**src/rtl/freq_meas_pkg.sv**
```systemverilog
// rtl/freq_meas_pkg.sv - shared types and defaults for the frequency measurement scheduler
package freq_meas_pkg;

  typedef enum logic [2:0] {
    ST_IDLE,
    ST_SELECT,
    ST_SETTLE,
    ST_GATE,
    ST_EVAL,
    ST_HOLD
  } state_t;

  typedef logic [1:0] range_t;

  // Defaults also used by the frequency-scaling stage: freq = count*CLK_HZ/(GATE_BASE<<range)
  localparam int unsigned SETTLE_CLKS_DEF = 4;
  localparam int unsigned GATE_BASE_DEF   = 200;
  localparam int unsigned MAX_RANGE_DEF   = 3;
  localparam int unsigned LOW_THRESH_DEF  = 16;
  localparam int unsigned HIGH_THRESH_DEF = 64;
  localparam int unsigned CNT_W_DEF       = 17;

  // Gate window length in clk cycles for a given range index.
  function automatic int unsigned gate_cycles(input int unsigned base, input range_t r);
    return base << r;
  endfunction

endpackage

```
**src/rtl/gated_edge_counter.sv**
```systemverilog
// rtl/gated_edge_counter.sv - synchronizer, rising-edge detect and saturating gated edge counter
module gated_edge_counter #(
  parameter int unsigned CNT_W = 17
) (
  input  logic             clk,
  input  logic             rst_n,
  input  logic             sig,
  input  logic             clear,
  input  logic             gate_en,
  output logic [CNT_W-1:0] edge_cnt,
  output logic [CNT_W-1:0] gate_cnt,
  output logic             sat
);

  localparam logic [CNT_W-1:0] CNT_MAX = '1;

  logic [1:0] sync_q;
  logic       prev_q;
  logic       edge_det;

  // prev always follows the synchronized level, so a mux switch during settle never looks like an edge
  assign edge_det = sync_q[1] & ~prev_q;

  // Synchronize the muxed input, then count edges and gate cycles only while the gate is open
  always_ff @(posedge clk) begin
    if (!rst_n) begin
      sync_q   <= '0;
      prev_q   <= 1'b0;
      edge_cnt <= '0;
      gate_cnt <= '0;
      sat      <= 1'b0;
    end else begin
      sync_q <= {sync_q[0], sig};
      prev_q <= sync_q[1];
      if (clear) begin
        edge_cnt <= '0;
        gate_cnt <= '0;
        sat      <= 1'b0;
      end else if (gate_en) begin
        gate_cnt <= gate_cnt + 1'b1;
        if (edge_det && edge_cnt != CNT_MAX) begin
          edge_cnt <= edge_cnt + 1'b1;
          if (edge_cnt == CNT_MAX - 1'b1) sat <= 1'b1;
        end
      end
    end
  end

endmodule

```
**src/rtl/freq_meas_scheduler.sv**
```systemverilog
// rtl/freq_meas_scheduler.sv - round-robin gated frequency measurement scheduler with per-channel auto-ranging
module freq_meas_scheduler
  import freq_meas_pkg::*;
#(
  parameter int unsigned NUM_CH      = 4,
  parameter int unsigned CH_W        = 2,
  parameter int unsigned SETTLE_CLKS = SETTLE_CLKS_DEF,
  parameter int unsigned GATE_BASE   = GATE_BASE_DEF,
  parameter int unsigned MAX_RANGE   = MAX_RANGE_DEF,
  parameter int unsigned LOW_THRESH  = LOW_THRESH_DEF,
  parameter int unsigned HIGH_THRESH = HIGH_THRESH_DEF,
  parameter int unsigned CNT_W       = CNT_W_DEF
) (
  input  logic              clk,
  input  logic              rst_n,
  input  logic              run,
  input  logic [NUM_CH-1:0] ch_mask,
  input  logic [NUM_CH-1:0] signal_in,
  input  logic              result_ready,
  output logic              result_valid,
  output logic [CH_W-1:0]   result_ch,
  output logic [CNT_W-1:0]  result_count,
  output logic [1:0]        result_range,
  output logic              result_sat,
  output logic              busy,
  output logic [CH_W-1:0]   cur_ch
);

  localparam int unsigned SET_W = (SETTLE_CLKS > 1) ? $clog2(SETTLE_CLKS) : 1;

  state_t            state_q, state_d;
  range_t            range_tbl [NUM_CH];
  range_t            cur_range;
  logic [CH_W-1:0]   last_ch, sel_ch;
  logic [CNT_W-1:0]  gate_len, edge_cnt, gate_cnt;
  logic [SET_W-1:0]  settle_cnt;
  logic              cnt_clear, cnt_gate, cnt_sat;
  logic              under, over, can_up, any_ch;

  assign busy      = (state_q != ST_IDLE);
  assign any_ch    = |ch_mask;
  assign cur_range = range_tbl[cur_ch];
  assign under     = edge_cnt < CNT_W'(LOW_THRESH);
  assign over      = edge_cnt > CNT_W'(HIGH_THRESH);
  assign can_up    = cur_range < range_t'(MAX_RANGE);
  assign cnt_clear = (state_q == ST_SETTLE);
  assign cnt_gate  = (state_q == ST_GATE);

  gated_edge_counter #(.CNT_W(CNT_W)) u_counter (
    .clk      (clk),
    .rst_n    (rst_n),
    .sig      (signal_in[cur_ch]),
    .clear    (cnt_clear),
    .gate_en  (cnt_gate),
    .edge_cnt (edge_cnt),
    .gate_cnt (gate_cnt),
    .sat      (cnt_sat)
  );

  // Round-robin pick: nearest enabled channel after last_ch, wrapping; a lone channel picks itself
  always_comb begin
    int unsigned idx;
    sel_ch = last_ch;
    for (int i = NUM_CH; i >= 1; i--) begin
      idx = (int'(last_ch) + i) % NUM_CH;
      if (ch_mask[CH_W'(idx)]) sel_ch = CH_W'(idx);
    end
  end

  // Next-state logic; run low aborts everything except a pending result handshake
  always_comb begin
    state_d = state_q;
    case (state_q)
      ST_IDLE:   if (run && any_ch) state_d = ST_SELECT;
      ST_SELECT: state_d = (run && any_ch) ? ST_SETTLE : ST_IDLE;
      ST_SETTLE: begin
        if (!run) state_d = ST_IDLE;
        else if (settle_cnt == SET_W'(SETTLE_CLKS - 1)) state_d = ST_GATE;
      end
      ST_GATE: begin
        if (!run) state_d = ST_IDLE;
        else if (gate_cnt == gate_len - 1'b1) state_d = ST_EVAL;
      end
      ST_EVAL: begin
        if (!run) state_d = ST_IDLE;
        else if (under && can_up) state_d = ST_SETTLE;
        else state_d = ST_HOLD;
      end
      ST_HOLD:   if (result_ready) state_d = (run && any_ch) ? ST_SELECT : ST_IDLE;
      default:   state_d = ST_IDLE;
    endcase
  end

  // State register, channel/gate setup, range table updates and the held result
  always_ff @(posedge clk) begin
    if (!rst_n) begin
      state_q      <= ST_IDLE;
      cur_ch       <= '0;
      last_ch      <= CH_W'(NUM_CH - 1);
      gate_len     <= '0;
      settle_cnt   <= '0;
      result_valid <= 1'b0;
      result_ch    <= '0;
      result_count <= '0;
      result_range <= '0;
      result_sat   <= 1'b0;
      for (int i = 0; i < NUM_CH; i++) range_tbl[i] <= '0;
    end else begin
      state_q <= state_d;
      case (state_q)
        ST_SELECT: if (state_d == ST_SETTLE) begin
          cur_ch     <= sel_ch;
          gate_len   <= CNT_W'(gate_cycles(GATE_BASE, range_tbl[sel_ch]));
          settle_cnt <= '0;
        end
        ST_SETTLE: settle_cnt <= settle_cnt + 1'b1;
        ST_EVAL: begin
          if (state_d == ST_SETTLE) begin
            range_tbl[cur_ch] <= cur_range + 1'b1;
            gate_len          <= CNT_W'(gate_cycles(GATE_BASE, cur_range + 1'b1));
            settle_cnt        <= '0;
          end else if (state_d == ST_HOLD) begin
            result_valid <= 1'b1;
            result_ch    <= cur_ch;
            result_count <= edge_cnt;
            result_range <= cur_range;
            result_sat   <= cnt_sat;
            last_ch      <= cur_ch;
            // The reported range is the one used; the step down applies to the next visit
            if (over && cur_range != '0) range_tbl[cur_ch] <= cur_range - 1'b1;
          end
        end
        ST_HOLD: if (result_ready) result_valid <= 1'b0;
        default: ;
      endcase
    end
  end

endmodule

```
**config.mk**
```make
export PLATFORM = sky130hd
export DESIGN_NAME = freq_meas_scheduler
export DESIGN_NICKNAME = d
export VERILOG_FILES = /design/src/rtl/freq_meas_pkg.sv /design/src/rtl/gated_edge_counter.sv /design/src/rtl/freq_meas_scheduler.sv
export SDC_FILE = /design/constraint.sdc
export NUM_CORES = 1
export LEC_CHECK = 0
export CAP_MARGIN = 20
export CORE_MARGIN = 8
export CORE_UTILIZATION = 45
export CTS_BUF_LIST = sky130_fd_sc_hd__clkbuf_8
export DETAILED_ROUTE_END_ITERATION = 12
export GPL_TIMING_DRIVEN = 0
export PLACE_DENSITY = 0.67
export SYNTH_ARGS = -nofsm -noshare
export SYNTH_HDL_FRONTEND = slang
export SYNTH_HIERARCHICAL = 1
export SYNTH_SLANG_ARGS = --single-unit
export TNS_END_PERCENT = 10
```
**constraint.sdc**
```tcl
create_clock -name clk -period 4.24 [get_ports clk]
set_input_delay 0.848 -clock clk [delete_from_list [all_inputs] [get_ports clk]]
set_output_delay 0.848 -clock clk [all_outputs]
set_load 0.01 [all_outputs]
```
==> Word level (Yosys, flattened, before mapping) <==
Memory sizes are Yosys's and may differ from the RTL's. A register that Yosys moved wholly into a read port is not among the register bits.
Cells that the tools add are included.
{ "op_classes": {"bitwise_logic": 5, "n_reduce_logical": 21, "addsub": 10, "magnitude_cmp": 8, "eq_ne": 17, "shifts": 2, "n_mux": 51} }
{ "ops": {"columns": ["cell", "n"], "rows": [
  ["$add 17x1->17 const B", 2],
  ["$mux 17", 2],
  ["$pmux 17 s2", 1],
  ["$shl 8x2->17 const A", 2],
  ["$mux 3", 8],
  ["$mux 2", 11],
  ["$mux 1", 21],
  ["$pmux 3 s6", 1],
  ["$eq 17x17->1", 1],
  ["$eq 17x17->1 const B", 1],
  ["$gt 17x7->1 const B", 1],
  ["$lt 17x5->1 const B", 1],
  ["$ne 17x17->1 const B", 1],
  ["$sub 17x1->17 const B", 1],
  ["$lt 2x3->1 const B", 5],
  ["$bmux 1 s2", 5],
  ["$ne 2x2->1 const B", 5],
  ["$eq 3x2->1 const B", 3],
  ["$eq 3x3->1 const B", 3],
  ["$reduce_and 3->1", 3],
  ["$add 2x1->2 const B", 4],
  ["$reduce_bool 2->1", 4],
  ["$reduce_and 2->1", 3],
  ["$reduce_or 2->1", 3],
  ["16 further kinds", 22]
]} }
{ "totals": {"output_inout_bits": 26, "ff_bits": 87, "memories": 1, "inputBits": 12, "word_cells": 130, "mem_bits_rw": 8} }
{ "mem_list": {"columns": ["name", "depth", "word_bits", "read_ports", "rd_ports_with_merged_regs", "write_ports", "line", "rtl"], "rows": [
  ["range_tbl", 4, 2, 2, 1, 4, "freq_meas_scheduler.sv:32", "range_t range_tbl [NUM_CH];"]
]} }

==> Longest topological paths before layout <==
Gate-level depths: netlist of the first run.
{ "logic_depth": {"depth_word": 14, "depth_mapped": 10, "depth_no_buf": 9} }

==> Cells and area by module <==
The synthesis of the first run kept the hierarchy.
{ "by_module_without_submodules": {"columns": ["module", "area_each_um2", "cells_each", "n_inst", "seq_area_each_um2"], "rows": [
  ["freq_meas_scheduler", 2811.4, 326, 1, 1081.0],
  ["gated_edge_counter", 1705.4, 195, 1, 760.7]
]} }

==> Least setup slack after synthesis of the first run <==
OpenSTA, ideal clock, no wires.
{ "synth_timing": {"path_kind": "register to register", "start": "register (tool-made name)", "end": "memory range_tbl[1][0] (netlist bit) (enable)", "setup_time_ns": 0.268, "path_slack_ns": 1.625, "period_less_slack_ns": 2.615, "path_stages_with_launch": 11, "n_path_buf": 2, "t_required_ns": 3.972, "arrival_time_ns": 2.347, "path_cell_list": "dfxtp_1 mux4_2 ha_1 nor4_1 nand4_1 nor2b_1 buf_2 o221ai_2 and2_1 buf_4 o21ai_1"} }
{ "synth_rtl": {"columns": ["element", "line"], "rows": [
  ["to (decl)", "freq_meas_scheduler.sv:32"]
]} }

==> key figures, run 1 <==
Pwr
  – Worst VDD drop: ~0.14 mV
  – Leakage power: 1.76 nW
  – Combinational share of power: around 8.5%
  – Sw Ratio: a little over a quarter
  – Pwr dens: about 290 mW/mm^2
  – Seq pwr share: a little under three fifths
  – Internal power: about 1.1 mW
  – NetSw: between 300 and 400 uW
  – Clock power frac: between 30% and 40%

Yosys
  – Top_reg_cell synth: dfxtp_1
  – Post-synth EDFFs: 8
  – Synth top area share: 35.5%
  – Post-synth top area cell: dfxtp_1
  – Syn nets: 545
  – Syn Inst Count: roughly 520
  – Top cells by area, synth: dfxtp_1, nand2_1, edfxtp_1
  – Commonest cells in the synthesized netlist: dfxtp_1, nand2_1, nor2_1
  – Most common cell in the synthesized netlist: dfxtp_1
  – Seq/Total Area, Yosys: 40.8%
  – Syn avg cell area: ~8.7 sq um
  – Distinct cell type count after synthesis: a little over 60
  – Synthesized area: roughly 0.0045 sq mm
  – Async set-reset flop share out of synthesis: 0%
  – Synth warn: 6
  – Yosys reg bits: just under 90

Worst setup path
  – Critical path's slowest cell: mux4_2
  – Worst path max stage delay: approximately 0.6 ns
  – Crit path capture type: flop
  – Setup Crit Path Kind: reg -> reg
  – Startpoint types: flop
  – Bufs and invs on worst path: 2
  – R2R setup slack: between 1 and 1.5 ns
  – CP delay by family, top: simple AND/OR/NAND/NOR gates
  – Crit path required time: around 4.3 ns
  – Worst-path fanout max: 8
  – Critical path cell sequence: mux4_2, ha_1, nor4_1, nand4_1, nor2b_1, buf_2, o221ai_2, and2_1, buf_4, o21ai_1
  – Worst EP arrival: between 3 and 4 ns

Clock network
  – Total CTS buffers: 9
  – # Post-CTS Setup Buffers: 0
  – CTS resizes: 0
  – Cts hold-fix bufs: 0
  – Clock slew at reported path FFs: roughly 0.10 ns
  – Clock Tree Buf Depth: 2
  – Clk_lat worst skew: between 0.3 and 0.4 ns
  – H-tree depth: 3
  – Root Driver: clkbuf_8
  – CTS tree: yes
  – Clk sink count: a little under 90

Drt
  – WL/cell: about 15 um
  – Drt drc: 0
  – Antenna viol nets, final: 0
  – DR pass1 iterations: 4
  – Final wirelength: 10,500 um
  – First-iteration detailed-routing DRC count: 209
  – Via count: ~3,800
  – Vias/cell: between 5 and 6

Timing
  – RSZ-0062 raised after global routing: false
  – Setup Viol. Count Final: 0
  – Max Clk Rate: 329 MHz
  – Max Slew Vio Count: 0
  – Final setup TNS: 0 ns
  – Tmin final: 3.04 ns
  – Actual slew at the worst max-slew pin: about 0.97 ns
  – Period utilization: a little over 70%
  – Relative max-transition margin: between 30 and 40%
  – Skew final: about 0.013 ns
  – Final Hold Vio Count: 0
  – Final Worst Setup Slack: 1.20 ns

Placed design
  – DP Worst Slack: around 0.86 ns
  – Placer Congestion: approximately 0.84
  – PortBufs: 37
  – Placed Instance Area: a little over 0.005 sq mm
  – DP HPWL: 7900 um

Die
  – I/O Pins: 38
  – Cell row count: 36
  – Core area: between 0.009 and 0.01 sq mm
  – Die area: approximately 0.013 sq mm
  – Die extent in x: approximately 120 um
  – Die Span Y: ~120 um
  – Initial Utilization: a little under half

Outcome
  – Status: complete, no violations

Global route
  – GRT Total Usage: 16.5%
  – Vias in the first global route: 3,709
  – Grt total ovfl: 0
  – Largest net degree at the start of global routing: 17
  – Initial antenna violation count: 0
  – First-pass GRT wire length: between 15,000 and 20,000 um

Layout
  – Share of layout cells above drive strength 1: under 10%
  – Fin nets: 593
  – Fin area: 0.00524 sq mm
  – FILL cells: between 900 and 1,000
  – P&R area growth vs syn: 15.9%
  – N_diodes: 0

Flow run
  – MaxCap Viol Count: 0

Worst hold path
  – Hold WC Path Type: reg -> reg
cell families after synthesis:
logic type	share of synthesized area, %
simple gates	28.8
compound gates	12.9
fa+ha+maj	3.32
flops	40.8
xor+xnor	6.01
mux	4.21
buf+inv	3.99
path summary, 6_finish.rpt:
path,startpoint,endpoint,cells past startpoint
setup / recovery,range_tbl[2][0]$_SDFFCE_PN0P_,range_tbl[1][1]$_SDFFCE_PN0P_,10
hold / removal,u_counter/sync_q[0]$_SDFF_PN0_,u_counter/sync_q[1]$_SDFF_PN0_,1
hold reg to reg,u_counter/sync_q[0]$_SDFF_PN0_,u_counter/sync_q[1]$_SDFF_PN0_,1
setup reg to reg,range_tbl[2][0]$_SDFFCE_PN0P_,range_tbl[1][1]$_SDFFCE_PN0P_,10
worst register-to-register path: stages (launching register included):
cell and delay [ns]:
edfxtp_1 0.41, mux4_2 0.60, ha_1 0.27, nor4_1 0.18
nand4_1 0.27, nor2b_1 0.21, buf_2 0.16, o221ai_2 0.21
and2_1 0.16, buf_4 0.16, o21ai_1 0.12
sequential cells by signal, summed over array words and instances, names as in the netlist, named ones only:
signal,cells
result_valid,1
u_counter/gate_cnt,17
cur_ch,2
state_q,3
result_range,2
u_counter/edge_cnt,17
result_count,17
last_ch,2
settle_cnt,2
u_counter/sat,1
u_counter/prev_q,1
result_ch,2
range_tbl,8
result_sat,1
u_counter/sync_q,2
gate_len,8
cell type report:
class / count / area, sq um / share of cell area (%)
multi-input combinational: 393 / 2490 / 47.7
tap: 133 / 166 / 3.18
clock inverter: 6 / 43.8 / 0.837
clock buffer: 10 / 138 / 2.63
buffer: 24 / 120 / 2.29
inverter: 16 / 60.1 / 1.15
sequential: 88 / 1840 / 35.2
timing repair buffer: 37 / 370 / 7.07
placed cells by master, fill, tap and decap left out, types with 5 or more instances in the layout:
cell type / synthesis / routed
dfxtp_1: 80 / 80
nand2_1: 71 / 71
nor2_1: 49 / 49
clkdlybuf4s50_1: 0 / 37
a21oi_1: 33 / 33
nand3_1: 24 / 24
xnor2_1: 22 / 22
o21ai_0: 19 / 19
inv_1: 16 / 17
clkbuf_1: 15 / 15
nor4_1: 13 / 13
nand4_1: 13 / 13
nor3_1: 13 / 13
ha_1: 12 / 12
mux2i_1: 10 / 10
or3_1: 10 / 10
clkbuf_8: 0 / 10
xor2_1: 9 / 9
nand2b_1: 8 / 8
nor2b_1: 8 / 8
a21boi_0: 8 / 8
edfxtp_1: 8 / 8
and2_1: 7 / 7
nor3b_1: 5 / 5
buf_4: 5 / 5
a31oi_1: 5 / 5
nor4_2: 5 / 5
metal layers:
metal / wire length [um] / vias to the layer above / track usage (%) / part of all wire [%]
li1: - / 1940 / - / -
met2: 5010 / 75 / 27.2 / 48
met1: 4700 / 1802 / 20.3 / 45
met3: 573 / 21 / 3.83 / 5.4
met5: 0 / - / 0 / 0
met4: 236 / 0 / 7.17 / 2.2
metrics by stage:
| stage | hold WS [ns] | instances | util (%) | total power [mW] |
|---|---|---|---|---|
| after floorplan | 0.412 | 521 | - | 0.960 |
| after global placement | 0.415 | 691 | 51.7 | 1.00 |
| after detailed placement | 0.421 | 691 | 51.7 | 1.01 |
| after CTS | 0.441 | 707 | 53.6 | 1.55 |
| after global routing | 0.475 | 707 | 53.6 | 1.61 |
| final | 0.444 | 707 | 53.6 | 1.53 |
power by group through the flow:
stage	Sequential (mW)	Clock, mW	Combinational, mW
after detailed placement	0.874	0	0.131
after floorplan	0.872	0	0.0879
final	0.855	0.548	0.131
after global placement	0.874	0	0.126
after global routing	0.857	0.613	0.144
after CTS	0.855	0.563	0.131
Power figures use the tool's default switching activity.
==> inputs of run 2 (changes only) <==
--- a/config.mk
+++ b/config.mk
@@ -11,7 +11,7 @@
 export CTS_BUF_LIST = sky130_fd_sc_hd__clkbuf_8
 export DETAILED_ROUTE_END_ITERATION = 12
 export GPL_TIMING_DRIVEN = 0
-export PLACE_DENSITY = 0.67
+export PLACE_DENSITY = 0.69
 export SYNTH_ARGS = -nofsm -noshare
 export SYNTH_HDL_FRONTEND = slang
 export SYNTH_HIERARCHICAL = 1
==> constraint.sdc (replaced) <==
create_clock -name clk -period 2.7 [get_ports clk]
set_input_delay 0.54 -clock clk [delete_from_list [all_inputs] [get_ports clk]]
set_output_delay 0.54 -clock clk [all_outputs]
set_load 0.01 [all_outputs]
==> run 2 against run 1 <==
  * Sequential power rose by 57%
  * Total power rose by 65%
  * Clock skew fell by 0.0041 ns
  * Via count rose by 0.86%
  * Worst hold slack improved by 0.0033 ns
  * Highest routed layer unchanged
  * Global-route usage rose by 0.27 points
  * Cell area rose by 3.3%
  * Sequential cell count did not move
  * Die area did not move
  * Routed wire length rose by 3.8%
  * Critical path depth rose by 1
  * Largest power group unchanged
==> key figures, run 2 (same netlist as run 1, synthesis figures left out) <==
Outcome
  – Status: complete, no violations

Worst setup path
  – Worst path max stage delay: between 0.5 and 0.6 ns
  – Launch point of the worst reg-to-reg path: range_tbl[3][0]$_DFFE_PP_
  – FF-to-FF path depth: 11
  – Setup Crit Path Kind: reg -> reg
  – Startpoint types: flop
  – R2R setup slack: roughly 0.032 ns
  – End of the worst register-to-register path: gate_len[8]$_SDFFE_PN0P_
  – Crit path capture type: flop
  – Worst-path fanout max: 7
  – Bufs and invs on worst path: 4
  – Crit path required time: around 2.9 ns
  – Critical path's slowest cell: mux4_2
  – Worst EP arrival: 2.91 ns
  – CP delay by family, top: multiplexers
  – Critical path cell sequence: mux4_2, buf_4, buf_4, inv_1, ha_1, o32a_1, a21bo_4, inv_1, ha_4, mux2i_1, nor2_1

Worst hold path
  – Hold path startpoint: u_counter/sync_q[0]$_SDFF_PN0_
  – Hold path cells: 1
  – Hold WC Path Type: reg -> reg
  – Hold path endpoint: u_counter/sync_q[1]$_SDFF_PN0_

Timing
  – Actual slew at the worst max-slew pin: between 0.6 and 0.7 ns
  – Setup Viol. Count Final: 0
  – Final Worst Setup Slack: between 0.03 and 0.04 ns
  – Relative max-transition margin: 56.3%
  – Final Hold Vio Count: 0
  – Max Clk Rate: about 370 MHz
  – Max Slew Vio Count: 0
  – Tmin final: 2.67 ns
  – Hold slack: 0.447 ns
  – RSZ-0062 raised after global routing: true
  – Skew final: 0.00906 ns
  – Period utilization: 98.8%

Clock network
  – Clk sink count: 88
  – Total CTS buffers: 9
  – Clock slew at reported path FFs: about 0.090 ns
  – Clk_lat worst skew: roughly 0.37 ns
  – Clock Tree Buf Depth: 2
  – CTS tree: yes
  – H-tree depth: 3
  – Root Driver: clkbuf_8

Layout
  – Most common cell after layout, fill and taps aside: dfxtp_1
  – Commonest cells after routing, fill and taps aside: dfxtp_1, nand2_1, nor2_1
  – FILL cells: between 800 and 900
  – Biggest regs: result_count: 17 flops, u_counter/edge_cnt: 17 flops, u_counter/gate_cnt: 17 flops
  – Sequential Area: roughly 0.0018 sq mm
  – N_diodes: 0
  – Finished Core Util: 55.3%
  – Fin area: 0.00541 sq mm
  – Combined area of the multi-input logic cells: approximately 0.0026 sq mm
  – Share of layout cells above drive strength 1: 11.4%
  – P&R area growth vs syn: 19.7%
  – Fin nets: approximately 600

Global route
  – Initial antenna violation count: 0
  – First-pass GRT wire length: roughly 18,000 um
  – GR peak layer: met2
  – Met3 usage: under 10%
  – Grt total ovfl: 0
  – GRT Total Usage: ~17%
  – Met2 global-route usage: between 20% and 30%
  – Largest net degree at the start of global routing: 16
  – Grt met1 use: between 20% and 30%
  – Vias in the first global route: between 3,000 and 4,000

Drt
  – First-iteration detailed-routing DRC count: approximately 260
  – Drt drc: 0
  – Antenna viol nets, final: 0
  – Vias/cell: ~5.4
  – Via count: 3,871
  – DR pass1 iterations: 4
  – WL/cell: 15.3 um
  – Final wirelength: ~11,000 um

Pwr
  – Pwr dens: 467 mW/mm^2
  – Worst VDD drop: between 0.2 and 0.3 mV
  – Power after layout: 2.53 mW
  – Leakage power: ~1.8 nW

Die
  – Core area: a little under 0.01 sq mm
  – I/O Pins: 38
  – Die extent in x: ~120 um
  – Die Span Y: between 100 and 150 um
  – Cell row count: 36
  – Initial Utilization: approximately 46%
  – Die area: around 0.013 sq mm

Flow run
  – MaxCap Viol Count: 0

Placed design
  – PortBufs: 37
  – DP Worst Slack: -0.321 ns
  – Placed Instance Area: around 0.005 sq mm
  – Placer Congestion: 0.815
  – DP HPWL: 7810 um
run 2: worst max path at each step:
stage	startpoint	cells after the start	slack [ns]	to
global route	range_tbl[3][0]$_DFFE_PP_	9	-0.07	result_count[4]$_SDFFE_PN0P_
detailed placement	ch_mask[1]	10	-0.32	gate_len[8]$_SDFFE_PN0P_
finish	range_tbl[3][0]$_DFFE_PP_	11	0.03	gate_len[8]$_SDFFE_PN0P_
floorplan	flop	10	0.08	range_tbl[1][0]$_SDFFCE_PN0P_
CTS	range_tbl[2][1]$_SDFFCE_PN0P_	10	-0.04	range_tbl[0][1]$_SDFFCE_PN0P_
global placement	flop	10	-0.30	range_tbl[2][1]$_SDFFCE_PN0P_
run 2: per-stage QoR:
stage / TNS (ns) / std cells
floorplan: 0 / 521
global placement: -5.76 / 691
detailed placement: -6.41 / 691
CTS: -0.254 / 711
global route: -0.606 / 712
finish: 0 / 712
run 2: power breakdown:
part           switching [mW]  internal, mW  total, mW
sequential             0.0132          1.33       1.34
combinational           0.125         0.101      0.226
clock                   0.499         0.458      0.957
total                   0.638          1.89       2.53
run 2: final cells by class:
cell class / instances / share of cell area [%]
flip-flops and latches: 88 / 34.1
clock inverters: 6 / 1.23
plain buffers: 22 / 2.13
multi-input cells: 393 / 48.0
well taps: 133 / 3.08
clock buffers: 10 / 2.55
inverters: 16 / 1.11
repair buffers: 44 / 7.82
run 2: timing repair:
item,4_1_cts,5_1_grt
pin swaps,4,4
setup buffers,5,2
hold buffers,0,0
endpoints found under the hold margin,0,0
resized for setup,14,11
endpoints found under the setup margin,41,48
run 2: layer usage:
layer / wire length [um] / up-vias
met1: 5070 / 1847
li1: - / 1943
met5: 0 / -
met2: 5290 / 66
met3: 367 / 15
met4: 188 / 0
==> inputs of run 3 (changes only) <==
--- a/config.mk
+++ b/config.mk
@@ -7,11 +7,11 @@
 export LEC_CHECK = 0
 export CAP_MARGIN = 20
 export CORE_MARGIN = 8
-export CORE_UTILIZATION = 45
+export CORE_UTILIZATION = 54
 export CTS_BUF_LIST = sky130_fd_sc_hd__clkbuf_8
 export DETAILED_ROUTE_END_ITERATION = 12
 export GPL_TIMING_DRIVEN = 0
-export PLACE_DENSITY = 0.69
+export PLACE_DENSITY = 0.8
 export SYNTH_ARGS = -nofsm -noshare
 export SYNTH_HDL_FRONTEND = slang
 export SYNTH_HIERARCHICAL = 1
==> run 3 against run 2 <==
  * Clock-buffer cell count decreased by 1
  * Combinational power decreased by 4%
  * Highest routed layer unchanged
  * Maximum frequency decreased by 0.23%
==> key figures, run 3 (same netlist as run 1, synthesis figures left out) <==
Outcome
  – Status: complete, no violations

Timing
  – Period utilization: 99.0%
  – Final Hold Vio Count: 0
  – RSZ-0062 raised after global routing: true
  – Max Slew Vio Count: 0
  – Relative max-transition margin: between 50 and 60%
  – Actual slew at the worst max-slew pin: 0.614 ns
  – Skew final: around 0.014 ns
  – Setup Viol. Count Final: 0
  – Max Clk Rate: about 370 MHz
  – Tmin final: approximately 2.7 ns
  – Hold slack: 0.448 ns

Layout
  – N_diodes: 0
  – Fin area: roughly 0.0053 sq mm
  – Fin nets: slightly below 600
  – Most common cell after layout, fill and taps aside: dfxtp_1
  – Commonest cells after routing, fill and taps aside: dfxtp_1, nand2_1, nor2_1
  – FILL cells: about 660
  – Biggest regs: result_count: 17 flops, u_counter/edge_cnt: 17 flops, u_counter/gate_cnt: 17 flops
  – P&R area growth vs syn: 18.2%
  – Share of layout cells above drive strength 1: 11.6%

Pwr
  – Worst VDD drop: about 0.31 mV
  – Internal power: between 1.5 and 2 mW
  – Power after layout: approximately 2.5 mW
  – Combinational share of power: roughly 8.6%
  – Seq pwr share: a little over half
  – Clock power frac: between 30% and 40%
  – Leakage power: 1.80 nW
  – Sw Ratio: ~26%
  – NetSw: 649 uW
  – Pwr dens: approximately 470 mW/mm^2

Global route
  – Grt total ovfl: 0
  – GRT Total Usage: about a fifth
  – Largest net degree at the start of global routing: 17
  – Vias in the first global route: between 3,000 and 4,000
  – Initial antenna violation count: 0
  – First-pass GRT wire length: ~18,000 um

Clock network
  – CTS tree: yes
  – Clock slew at reported path FFs: roughly 0.090 ns
  – Clk_lat worst skew: between 0.3 and 0.4 ns
  – Clock Tree Buf Depth: 2
  – H-tree depth: 3
  – Root Driver: clkbuf_8
  – Total CTS buffers: 9
  – Clk sink count: a little under 90

Die
  – Die Span Y: between 100 and 150 um
  – Initial Utilization: between 50% and 60%
  – Die extent in x: about 110 um
  – I/O Pins: 38
  – Die area: 0.0115 sq mm
  – Core area: roughly 0.0082 sq mm
  – Cell row count: 33

Drt
  – Drt drc: 0
  – WL/cell: 15.7 um
  – Via count: approximately 4,000
  – Vias/cell: about 5.8
  – DR pass1 iterations: 4
  – Antenna viol nets, final: 0
  – First-iteration detailed-routing DRC count: 240
  – Final wirelength: approximately 11,000 um

Worst setup path
  – Startpoint types: flop
  – Launch point of the worst reg-to-reg path: range_tbl[3][0]$_DFFE_PP_
  – Crit path required time: roughly 2.8 ns
  – Critical path's slowest cell: mux4_2
  – Critical path cell sequence: mux4_2, ha_4, nor4_2, nand4_1, buf_4, nor2_4, nand2_2, and2_4, o31ai_4
  – Crit path capture type: flop
  – Worst EP arrival: roughly 2.7 ns
  – Setup Crit Path Kind: reg -> reg
  – Worst path max stage delay: about 0.56 ns
  – Crit path from: range_tbl[3][0]$_DFFE_PP_
  – Worst-path fanout max: 8

Placed design
  – Placed Instance Area: 0.00502 sq mm
  – Placer Congestion: approximately 0.86
  – DP HPWL: between 7000 and 8000 um
  – PortBufs: 37

Flow run
  – MaxCap Viol Count: 0

Worst hold path
  – Hold path startpoint: u_counter/sync_q[0]$_SDFF_PN0_
  – Hold WC Path Type: reg -> reg
## run 3: cell type report
cell class / instances / area [sq um] / share of cell area, %
buffer: 22 / 110 / 2.06
clock buffer: 9 / 124 / 2.32
clock inverter: 7 / 77.6 / 1.45
inverter: 16 / 60.1 / 1.12
multi-input combinational: 393 / 2590 / 48.4
sequential: 88 / 1840 / 34.5
tap: 105 / 131 / 2.46
timing repair buffer: 42 / 408 / 7.64
## run 3: power groups by stage
stage | sequential, mW | clock (mW) | combinational [mW]
final | 1.34 | 0.953 | 0.217
after global routing | 1.35 | 1.02 | 0.238
after CTS | 1.34 | 0.960 | 0.209
after detailed placement | 1.37 | 0 | 0.201
after global placement | 1.37 | 0 | 0.194
after floorplan | 1.37 | 0 | 0.138
## run 3: final timing paths
check                                                      end  slack (ns)  cells past startpoint
worst min register to register  u_counter/sync_q[1]$_SDFF_PN0_        0.45                      1
worst min-delay path            u_counter/sync_q[1]$_SDFF_PN0_        0.45                      1
worst max register to register   range_tbl[0][1]$_SDFFCE_PN0P_        0.03                      9
worst max-delay path             range_tbl[0][1]$_SDFFCE_PN0P_        0.03                      9
## run 3: per-layer routing
layer	GRT usage (%)	wire length (um)	vias to the layer above
li1	-	-	1947
met1	22.6	4620	1897
met2	31.8	5320	105
met3	3.35	529	23
met4	7.73	239	0
met5	0	0	-
## run 3: per-stage QoR
step	setup slack [ns]	utilization [%]	setup TNS [ns]	std cells
6_report	0.0257	65.3	0	682
5_1_grt	-0.0811	65.3	-0.489	682
4_1_cts	0.00828	64.6	0	680
3_5_place_dp	-0.281	61.4	-4.94	663
3_3_place_gp	-0.274	61.4	-4.27	663
2_1_floorplan	0.0845	-	0	521
## run 3: what timing repair did
item / in CTS / in global routing
pin swaps: 4 / 4
hold buffers: 0 / 0
endpoints found under the setup margin: 27 / 39
setup buffers: 3 / 2
gates resized for setup: 12 / 10
gates cloned: 0 / 0
## run 3: worst max-delay path, delay by kind of cell, from the launching register on
kind                       cells  cell delay, ns
DFF                            1            0.42
and+or+nand+nor                5            0.78
AOI/OAI and AO/OA              1            0.20
buffers and inverters          1            0.22
adders and majority gates      1            0.19
muxes                          1            0.56
